[config.mk]
export PLATFORM = sky130hd
export DESIGN_NAME = camera_downsampler
export DESIGN_NICKNAME = d
export VERILOG_FILES = /design/src/rtl/camera_downsampler.sv
export SDC_FILE = /design/constraint.sdc
export NUM_CORES = 1
export LEC_CHECK = 0
export BUFFER_PORTS_ARGS = -buffer_cell sky130_fd_sc_hd__buf_2
export CAP_MARGIN = 20
export CORE_MARGIN = 2
export CORE_UTILIZATION = 55
export DETAILED_ROUTE_END_ITERATION = 7
export PLACE_DENSITY = 0.89
export RECOVER_POWER = 50
export SLEW_MARGIN = 20
export SYNTH_ARGS = -nofsm -noshare
export SYNTH_HDL_FRONTEND = slang
export SYNTH_SLANG_ARGS = --single-unit
[constraint.sdc]
create_clock -name CLK -period 3.26 [get_ports CLK]
set_input_delay 0.489 -clock CLK [delete_from_list [all_inputs] [get_ports CLK]]
set_output_delay 0.489 -clock CLK [all_outputs]
set_load 0.02 [all_outputs]
[src/rtl/camera_downsampler.sv]
// rtl/camera_downsampler.sv - OV7670 RGB565 byte stream to RGB332 frame-buffer writer.
// Define CAMERA_DOWNSAMPLER_TEST_PATTERN_EN to replace camera pixels with red/green/blue row bars.
module camera_downsampler #(
  parameter int SCREEN_WIDTH  = 176,
  parameter int SCREEN_HEIGHT = 144,
  parameter int ADDR_WIDTH    = 15
) (
  input  logic                  CLK,
  input  logic                  RESET,
  input  logic [7:0]            CAM_DATA,
  input  logic                  CAM_HREF,
  input  logic                  CAM_VSYNC,
  output logic [7:0]            PIXEL_OUT,
  output logic [ADDR_WIDTH-1:0] WRITE_ADDR,
  output logic                  W_EN,
  output logic                  FRAME_DONE,
  output logic [ADDR_WIDTH:0]   PIXELS_WRITTEN
);

  localparam int XW = $clog2(SCREEN_WIDTH + 1);
  localparam int YW = $clog2(SCREEN_HEIGHT + 1);
  localparam logic [XW-1:0]         X_LIM    = XW'(SCREEN_WIDTH);
  localparam logic [YW-1:0]         Y_LIM    = YW'(SCREEN_HEIGHT);
  localparam logic [ADDR_WIDTH-1:0] ROW_STEP = ADDR_WIDTH'(SCREEN_WIDTH);

  typedef enum logic [1:0] {WAIT_FRAME, FIRST_BYTE, SECOND_BYTE} state_t;

  state_t                state, state_next;
  logic                  href_q, vsync_q;
  logic [XW-1:0]         x;
  logic [YW-1:0]         y;
  logic [ADDR_WIDTH-1:0] row_base;
  logic [ADDR_WIDTH:0]   count;
  logic [5:0]            hi_bits;
  logic                  href_fall, vsync_rise, vsync_fall;
  logic                  latch_hi, pixel_done, write_now, active;
  logic [7:0]            pixel_next;

  assign href_fall  = href_q & ~CAM_HREF;
  assign vsync_rise = ~vsync_q & CAM_VSYNC;
  assign vsync_fall = vsync_q & ~CAM_VSYNC;
  assign active     = (state != WAIT_FRAME);
  assign write_now  = pixel_done && (x < X_LIM) && (y < Y_LIM);

`ifdef CAMERA_DOWNSAMPLER_TEST_PATTERN_EN
  localparam logic [YW-1:0] BAR1 = YW'(SCREEN_HEIGHT / 3);
  localparam logic [YW-1:0] BAR2 = YW'(2 * (SCREEN_HEIGHT / 3));
  always_comb begin
    pixel_next = 8'h03;
    if (y < BAR1)      pixel_next = 8'hE0;
    else if (y < BAR2) pixel_next = 8'h1C;
  end
`else
  assign pixel_next = {hi_bits, CAM_DATA[4:3]};
`endif

  always_comb begin
    state_next = state;
    latch_hi   = 1'b0;
    pixel_done = 1'b0;
    case (state)
      WAIT_FRAME:  if (vsync_fall) state_next = FIRST_BYTE;
      FIRST_BYTE:  if (CAM_HREF) begin
                     latch_hi   = 1'b1;
                     state_next = SECOND_BYTE;
                   end
      SECOND_BYTE: if (CAM_HREF) begin
                     pixel_done = 1'b1;
                     state_next = FIRST_BYTE;
                   end
      default:     state_next = WAIT_FRAME;
    endcase
    // Row or frame boundary realigns byte phase; an odd trailing byte is dropped.
    if (active && (vsync_rise || href_fall)) state_next = FIRST_BYTE;
  end

  always_ff @(posedge CLK) begin
    if (RESET) begin
      state          <= WAIT_FRAME;
      href_q         <= 1'b0;
      vsync_q        <= 1'b0;
      x              <= '0;
      y              <= '0;
      row_base       <= '0;
      count          <= '0;
      hi_bits        <= '0;
      PIXEL_OUT      <= '0;
      WRITE_ADDR     <= '0;
      W_EN           <= 1'b0;
      FRAME_DONE     <= 1'b0;
      PIXELS_WRITTEN <= '0;
    end else begin
      state      <= state_next;
      href_q     <= CAM_HREF;
      vsync_q    <= CAM_VSYNC;
      W_EN       <= 1'b0;
      FRAME_DONE <= 1'b0;
      if (latch_hi) hi_bits <= {CAM_DATA[7:5], CAM_DATA[2:0]};
      if (write_now) begin
        W_EN       <= 1'b1;
        PIXEL_OUT  <= pixel_next;
        WRITE_ADDR <= row_base + ADDR_WIDTH'(x);
      end
      if (active && vsync_rise) begin
        // A pixel completing on the closing edge still belongs to this frame.
        FRAME_DONE     <= 1'b1;
        PIXELS_WRITTEN <= count + {{ADDR_WIDTH{1'b0}}, write_now};
        x              <= '0;
        y              <= '0;
        row_base       <= '0;
        count          <= '0;
      end else if (active && href_fall) begin
        x <= '0;
        if (y < Y_LIM) begin
          y        <= y + 1'b1;
          row_base <= row_base + ROW_STEP;
        end
      end else if (pixel_done) begin
        if (x < X_LIM) x <= x + 1'b1;
        if (write_now) count <= count + 1'b1;
      end
    end
  end

endmodule
# Word-level counts from Yosys, hierarchy flattened
# Cells that the tools add are included.
# word_totals
reg_bits	98
elab_cells	63
input_bits	12
output_inout_bits	41
# op_classes
eq_ne	8
reduce_logical	16
order_cmp	2
muxes	10
addsub	6
bitwise	7
# ops
cell	count
$add 16x1->16	1
$add 16x1->16 const B	1
$add 8x1->8 const B	2
$lt 8x8->1 const B	2
$add 15x8->15	1
$add 15x8->15 const B	1
$ne 3x3->1 const B	3
$reduce_and 3->1	3
$mux 1	6
$mux 2	3
$ne 2x2->1 const B	3
$pmux 2 s3	1
$logic_and 1x1->1	5
$not 1->1	4
$reduce_and 2->1	2
$reduce_or 2->1	2
$and 1x1->1	3
$reduce_or 3->1	1
$eq 2x1->1 const B	1
$eq 2x2->1 const B	1
$logic_not 2->1	1
$reduce_bool 2->1	1
$logic_or 1x1->1	1

# Logic depth before layout (Yosys ltp)
# Gate-level depths: netlist (run 1).
# logic_depth
depth_word	6
depth_mapped	10
depth_no_buf	9

# Least setup slack after synthesis (run 1)
# OpenSTA, ideal clock, no wires.
# synth_path
path_kind	reg2reg
startpoint	register y[4]
endpoint	register PIXELS_WRITTEN[15]
path_slack_ns	0.897
required_time_ns	3.132
stages_incl_launch_ff	11
t_arrival_ns	2.235
period_less_slack_ns	2.363
path_buffers	1
setup_ns	0.128
cell_sequence	dfxtp_1 o31a_1 a211o_1 clkinv_1 buf_2 ha_1 and3_1 nand3_1 nor3_1 xnor2_1 o21ai_0
# synth_between
elab_chain_cells	3
# synth_lines
item	line_no	source
start: declaration	31	logic [YW-1:0] y;
start signal: assignment	115	y <= y + 1'b1;
$lt 8x8->1	43	assign write_now = pixel_done && (x < X_LIM) && (y < Y_LIM);
$logic_and 1x1->1	43	
via write_now	36	logic latch_hi, pixel_done, write_now, active;
$add 16x1->16	107	PIXELS_WRITTEN <= count + {{ADDR_WIDTH{1'b0}}, write_now};
end signal: assignment	107	
end: declaration	17	output logic [ADDR_WIDTH:0] PIXELS_WRITTEN
# The timed path passes the listed nets, and every way through them passes these cells.
# A chain may end at the register's enable or synchronous reset.

# Worst setup path in the final report (run 1)
# layout_path
startpoint	register x[4]
endpoint	register WRITE_ADDR[14]
# layout_between
elab_chain_cells	3
word_cells_on_any_way	4
cone_classes	add/sub: 1; order compare: 1; reduce/logical: 2
# layout_lines
item	line_no	source
start: declaration	30	logic [XW-1:0] x;
start signal: assignment	119	if (x < X_LIM) x <= x + 1'b1;
branches (longest 3 deep; another with $add 15x8->15)	n/a	
end signal: assignment	102	WRITE_ADDR <= row_base + ADDR_WIDTH'(x);
end: declaration	14	output logic [ADDR_WIDTH-1:0] WRITE_ADDR,
# Several ways; the timed one is not identified.

==> run_results.csv, run 1 <==
group,metric,value,unit
clock_network,clk_pin_slew,90,ps
global_route,grt_max_degree,37,
finish,num_antenna_cells,0,
routing,drc,0,
setup_path,path_delay_family,"adder cells",
clock_network,root_buffer,"clkbuf_8",
min_path,hold_path_class,"in2reg",
setup_path,crit_arrival,2680,ps
timing,drv_slew,37,
run_status,status,"complete, but fails checks",
place,dp.cells,596,
min_path,min_to,"hi_bits[0]$_SDFFE_PP0P_",
clock_network,clock_path_buffers,2,
routing,wire_per_inst,14.4,um
finish,drive_gt1_share,5.84,%
min_path,holdPathStages,3,
finish,fin_area,0.00454,mm^2
finish,fillers,564,
logic_synthesis,ys_seq_area_share,46.7,%
setup_path,rr_startpoint,"x[4]$_SDFFE_PP0P_",
setup_path,cp_num_buf_inv,1,
timing,worstMarginPinSlew,1630,ps
clock_network,ctsHoldBuffers,0,
global_route,grtUsageMet3,5.30,%
timing,min_period,2410,ps
setup_path,critPathSlowestCell,"dfxtp_1",
routing,vias,3363,
finish,instances_no_fill,613,
floorplanning,die_w,89.6,um
setup_path,reg2reg_to,"WRITE_ADDR[14]$_SDFFE_PP0P_",
logic_synthesis,synth_largest_area_cell,"dfxtp_1",
run_status,failed_checks,"max-capacitance violations, max-slew violations",
global_route,grt_overflow,0,
timing,rsz0062_at_grt,"no",
logic_synthesis,synth-edff-count,0,
floorplanning,die_h,89.6,um
pwr,finalPower,2.19,mW
setup_path,cp_max_fo,6,
floorplanning,core,0.00718,mm^2
routing,detail_route.iter0.violations,191,
logic_synthesis,avgSynthCellArea,8.66,um^2
clock_network,h-tree-depth,3,
min_path,min_from,"CAM_DATA[0]",
pwr,powerDensity,482,mW/mm^2
timing,fin_skew,10.9,ps
clock_network,cts_buffers,9,
finish,finalNetCount,532,
setup_path,critPathCaptureType,"flip-flop",
clock_network,insertion_delay,370,ps
floorplanning,pin_count,53,
global_route,busiest_layer,"met2",
routing,routed_wl,8810,um
timing,setup_slack,845,ps
global_route,antenna_found_initial,0,
logic_synthesis,synthTopCellsByArea,"dfxtp_1 (47%), xnor2_1 (7.6%), nand2_1 (5.7%)",
logic_synthesis,synth_cell_types,42,
logic_synthesis,ys_ff_latch,94,
setup_path,start_kind,"flip-flop",
setup_path,cpPeakStageDelay,470,ps
logic_synthesis,synthCells,465,
place,dp_slack,717,ps
timing,setup_viol,0,
timing,fin_tns_setup,0,ps
setup_path,setup.worst_path.start,"x[4]$_SDFFE_PP0P_",
logic_synthesis,synthFlopType,"dfxtp_1",
setup_path,reg2reg_depth,8,
routing,via_per_inst,5.49,
logic_synthesis,synthArstFlopShare,0,%
global_route,grt_pass1_wl,14100,um
setup_path,crit_chain,"ha_1, inv_1, fa_1, nand2b_1, a21oi_1, nand3_1, xor2_1, a211oi_1",
place,place.gp.congestion,0.839,
floorplanning,initial_core_util,56.1,%
floorplanning,rows,31,
place,dp_hpwl,5840,um
timing,max_slew_margin,-8.61,%
global_route,grt_usage,22.8,%
clock_network,clock-sinks,94,
timing,hold_viol,0,
place,placed_area,0.00434,mm^2
clock_network,cts_tree,"built",
logic_synthesis,syn_nets,488,
logic_synthesis,synth_warnings,0,
pwr,leakage,1.56,nW
clock_network,cts_resized,0,
logic_synthesis,syn_area,0.00403,mm^2
clock_network,postCtsSetupBuffers,0,
timing,fmax,414,MHz
setup_path,critical_path_class,"reg2reg",
timing,fin_crit_sh,74.1,%
global_route,met2_usage,39.9,%
job,drv_cap,1,
global_route,first_global_vias,3099,
setup_path,ff2ff_setup_slack,850,ps
logic_synthesis,netlist.area_leader.share,46.7,%
finish,area_growth,12.6,%
setup_path,cp.required,3530,ps
routing,ant_nets,0,
floorplanning,die_area,0.00802,mm^2
place,io_buffers,52,
pwr,ir_drop,328,uV
global_route,use_met1,26.5,%
routing,dr.pass1.iters,4,
## Yosys cell counts (4+ instances only)
cell type,n
clkbuf_1,18
nor3b_1,4
nor2_1,61
nand2b_1,5
mux2i_1,8
or3_1,4
a21oi_1,27
dfxtp_1,94
nor2b_1,5
and3_1,4
nor4_1,7
xor2_1,19
nand2_1,61
o21ai_0,21
nand4_1,9
inv_1,11
xnor2_1,35
ha_1,10
nand3_1,11
a211oi_1,10
nor3_1,11
## how the worst max path moves through the flow
stage                                       to  slack [ps]  cells past startpoint
2_1_floorplan  PIXELS_WRITTEN[15]$_SDFFE_PP0P_         900                     10
5_1_grt                      x[5]$_SDFFE_PP0P_         730                      4
3_3_place_gp             state[1]$_SDFFE_PP0P_         800                      4
3_5_place_dp                 x[5]$_SDFFE_PP0P_         720                      4
4_1_cts                      x[5]$_SDFFE_PP0P_         790                      5
6_report           WRITE_ADDR[14]$_SDFFE_PP0P_         850                      8
## worst min-delay path, delay by kind of cell
kind | cells | cell delay (ps)
muxes | 1 | 50
buffers and inverters | 1 | 70
and+or+nand+nor | 1 | 70
## through the flow
step                      utilization, %  hold WS, ps
after global placement              60.4          431
after floorplan                        -          432
final                               63.2          346
after detailed placement            60.4          439
after global routing                63.2          369
after CTS                           63.9          340
## layout make-up
cell class,instances,area (um^2),share of cell area (%)
Clock buffer,13,159,3.50
Clock inverter,3,90.1,1.99
Inverter,12,45.0,0.993
Multi-Input combinational cell,336,2000,44.2
Sequential cell,94,1880,41.5
Tap cell,99,124,2.73
Timing Repair Buffer,56,234,5.16
## cell usage in the layout (no fill, tap or decap), drive strengths merged, types with 5 or more instances in the layout
cell type	n
a21oi	27
mux2i	8
nor4	7
o21ai	22
nand3	11
buf	13
inv	11
xor2	19
nor2	61
xnor2	35
ha	10
clkbuf	56
a211oi	10
nand4	9
dfxtp	94
nor2b	5
nand2	61
nand2b	5
nor3	11
## cells by family after synthesis
group | count (synthesis) | share of synthesized area, %
AND/OR/NAND/NOR | 193 | 22.2
flip-flops | 94 | 46.7
AO/OA/AOI/OAI | 70 | 10.2
XOR/XNOR | 54 | 11.7
buffers and inverters | 35 | 3.54
adder cells (fa/ha/maj) | 11 | 3.60
multiplexers | 8 | 1.99
## report_power, final
group          internal, mW  leakage, nW  total, mW  switching [mW]
Combinational        0.0230        0.677     0.0769          0.0539
Clock                 0.552        0.124      0.947           0.395
Sequential             1.16        0.758       1.16         0.00692
Total                  1.73         1.56       2.19           0.456
## state kept, by name, summed over array words and instances (netlist names)
register        cells
FRAME_DONE          1
PIXELS_WRITTEN     16
PIXEL_OUT           8
WRITE_ADDR         15
W_EN                1
count              16
hi_bits             6
href_q              1
row_base           11
state               2
vsync_q             1
x                   8
y                   8
## per-layer routing
| layer | part of all wire (%) | up-vias |
|---|---|---|
| li1 | - | 1656 |
| met1 | 42 | 1587 |
| met2 | 52 | 105 |
| met3 | 4.6 | 15 |
| met4 | 1.8 | 0 |
| met5 | 0 | - |
(Power assumes the default switching activity.)
==> run 2, diff against run 1 <==
ABC_AREA = 1   (was not set)
CORE_UTILIZATION = 53   (was 55)
PLACE_DENSITY = 0.88   (was 0.89)
clock period = 2.1 ns   (was 3.26 ns; I/O delays follow)
==> run_results.csv, run 2 <==
group,metric,value,unit
logic_synthesis,ys_ff_latch,94,
logic_synthesis,synthCells,650,
logic_synthesis,synth_largest_area_cell,"dfxtp_1",
routing,vias,4316,
pwr,leakage,1.98,nW
global_route,grtUsageMet3,4.82,%
global_route,grt_overflow,0,
global_route,antenna_found_initial,0,
floorplanning,pin_count,53,
finish,multi_input_area,0.00235,mm^2
finish,fin_area,0.00509,mm^2
clock_network,cts_buffers,9,
routing,routed_wl,10100,um
clock_network,clk_pin_slew,90,ps
finish,regArea,0.00188,mm^2
setup_path,cp_num_buf_inv,1,
place,placed_area,0.00495,mm^2
finish,area_growth,9.88,%
floorplanning,rows,34,
setup_path,start_kind,"flip-flop",
clock_network,insertion_delay,360,ps
timing,setup_viol,0,
floorplanning,core,0.00859,mm^2
routing,via_per_inst,5.31,
timing,min_period,1930,ps
floorplanning,die_h,97.5,um
finish,final_cell_mix,"nand2_1 (163), dfxtp_1 (93), nor2_1 (93), inv_1 (60), o21ai_0 (51)",
setup_path,cp.required,2340,ps
logic_synthesis,avgSynthCellArea,7.13,um^2
global_route,grt_max_degree,39,
timing,fin_tns_setup,0,ps
routing,ant_nets,0,
finish,drive_gt1_share,10.8,%
logic_synthesis,synth_cell_types,33,
pwr,powerDensity,652,mW/mm^2
timing,fin_crit_sh,91.8,%
job,drv_cap,0,
timing,hold_ws,178,ps
logic_synthesis,synth_common_cells,"nand2_1 (162), dfxtp_1 (94), nor2_1 (90)",
clock_network,ctsHoldBuffers,0,
timing,fin_skew,10.6,ps
routing,detail_route.iter0.violations,204,
logic_synthesis,netlist.area_leader.share,40.6,%
routing,wire_per_inst,12.4,um
logic_synthesis,syn_area,0.00464,mm^2
place,place.gp.congestion,0.876,
logic_synthesis,synth.most_common_cell,"nand2_1",
logic_synthesis,syn_nets,673,
global_route,busiest_layer,"met2",
logic_synthesis,synthArstFlopShare,0,%
place,dp.cells,798,
setup_path,crit_chain,"inv_1, nand2_1, nand2_1, nand2_4, nor2_4, ha_1, ha_2, nand2_2, nor2_4, nand3_2, o211ai_1, nand2_1",
global_route,first_global_vias,4142,
pwr,ir_drop,418,uV
setup_path,cpPeakStageDelay,330,ps
clock_network,root_buffer,"clkbuf_8",
min_path,hold_path_class,"in2reg",
setup_path,critPathSlowestCell,"dfxtp_1",
floorplanning,die_w,97.5,um
pwr,finalPower,3.32,mW
timing,drv_slew,0,
global_route,use_met1,26.7,%
timing,fmax,519,MHz
floorplanning,initial_core_util,53.9,%
setup_path,path_delay_family,"simple AND/OR/NAND/NOR gates",
clock_network,clock-sinks,94,
place,io_buffers,52,
global_route,grt_usage,22.2,%
logic_synthesis,synthFlopType,"dfxtp_1",
logic_synthesis,synth-edff-count,0,
setup_path,crit_top_cell,"nand2_1",
run_status,status,"finished, final reports clean",
logic_synthesis,synth_warnings,0,
finish,layout_commonest_cell,"nand2_1",
logic_synthesis,synthTopCellsByArea,"dfxtp_1 (41%), nand2_1 (13%), nor2_1 (7.3%)",
timing,hold_viol,0,
finish,fillers,806,
finish,num_antenna_cells,0,
global_route,grt_pass1_wl,17800,um
clock_network,cts_tree,"built",
place,dp_hpwl,7420,um
timing,worstMarginPinSlew,741,ps
finish,reg.largest.list,"PIXELS_WRITTEN x16, count x16, WRITE_ADDR x15",
clock_network,h-tree-depth,3,
finish,instances_no_fill,813,
logic_synthesis,ys_seq_area_share,40.6,%
setup_path,crit_arrival,2170,ps
global_route,met2_usage,39.5,%
routing,drc,0,
setup_path,cp_max_fo,9,
timing,max_slew_margin,50.4,%
floorplanning,die_area,0.00951,mm^2
setup_path,critical_path_class,"reg2reg",
finish,finalNetCount,725,
clock_network,clock_path_buffers,2,
routing,dr.pass1.iters,5,
setup_path,critPathCaptureType,"flip-flop",
timing,rsz0062_at_grt,"yes",
[run 2: stage by stage]
stage                     worst slack [ps]  util, %
final                                  173     59.3
after global routing                 -19.3     59.3
after CTS                              159     59.9
after detailed placement               145     57.6
after global placement                 217     57.6
after floorplan                       67.8        -
[run 2: cell families (layout without fill, tap and decap cells)]
family,count (synthesis),in the layout,share of synthesized area [%]
simple gates,331,331,30.9
compound gates,114,114,14.1
flops,94,94,40.6
buf+inv,85,140,8.39
xor+xnor,15,15,2.83
fa+ha+maj,11,11,3.13
[run 2: worst paths after layout]
path,startpoint,endpoint,slack [ps],cells after the start
max,x[6]$_SDFFE_PP0P_,PIXELS_WRITTEN[12]$_SDFFE_PP0P_,170,12
min,CAM_DATA[3],PIXEL_OUT[0]$_SDFFE_PP0P_,180,3
max reg2reg,x[6]$_SDFFE_PP0P_,PIXELS_WRITTEN[12]$_SDFFE_PP0P_,170,12
min reg2reg,PIXELS_WRITTEN[15]$_SDFFE_PP0P_,PIXELS_WRITTEN[15]$_SDFFE_PP0P_,460,2
[run 2: final cells by class]
class	instances	area share (%)
Multi-Input combinational cell	471	46.2
Sequential cell	94	37.0
Timing Repair Buffer	61	5.40
Inverter	65	4.84
Tap cell	108	2.65
Clock buffer	10	2.51
Clock inverter	4	1.45
[run 2: timing repair]
item / 4_1_cts / 5_1_grt
setup endpoints to repair: 0 / 9
setup buffers: 0 / 1
resized for setup: 0 / 7
[run 2: metal layers]
metal / wire length, um / share of wire [%]
met5: 0 / 0
met4: 166 / 1.6
met3: 569 / 5.6
met2: 4960 / 49
met1: 4410 / 44
[run 2: worst register-to-register path, stage by stage, from the launching register on]
cell      delay [ps]
dfxtp_1          330
inv_1            100
nand2_1           70
nand2_1          100
nand2_4          110
nor2_4           100
ha_1             180
ha_2             200
nand2_2           90
nor2_4           180
nand3_2           90
o211ai_1         190
nand2_1           80
[run 2: power by group]
group          switching, mW  internal, mW
sequential            0.0225          1.82
clock                  0.589         0.658
combinational          0.168        0.0666
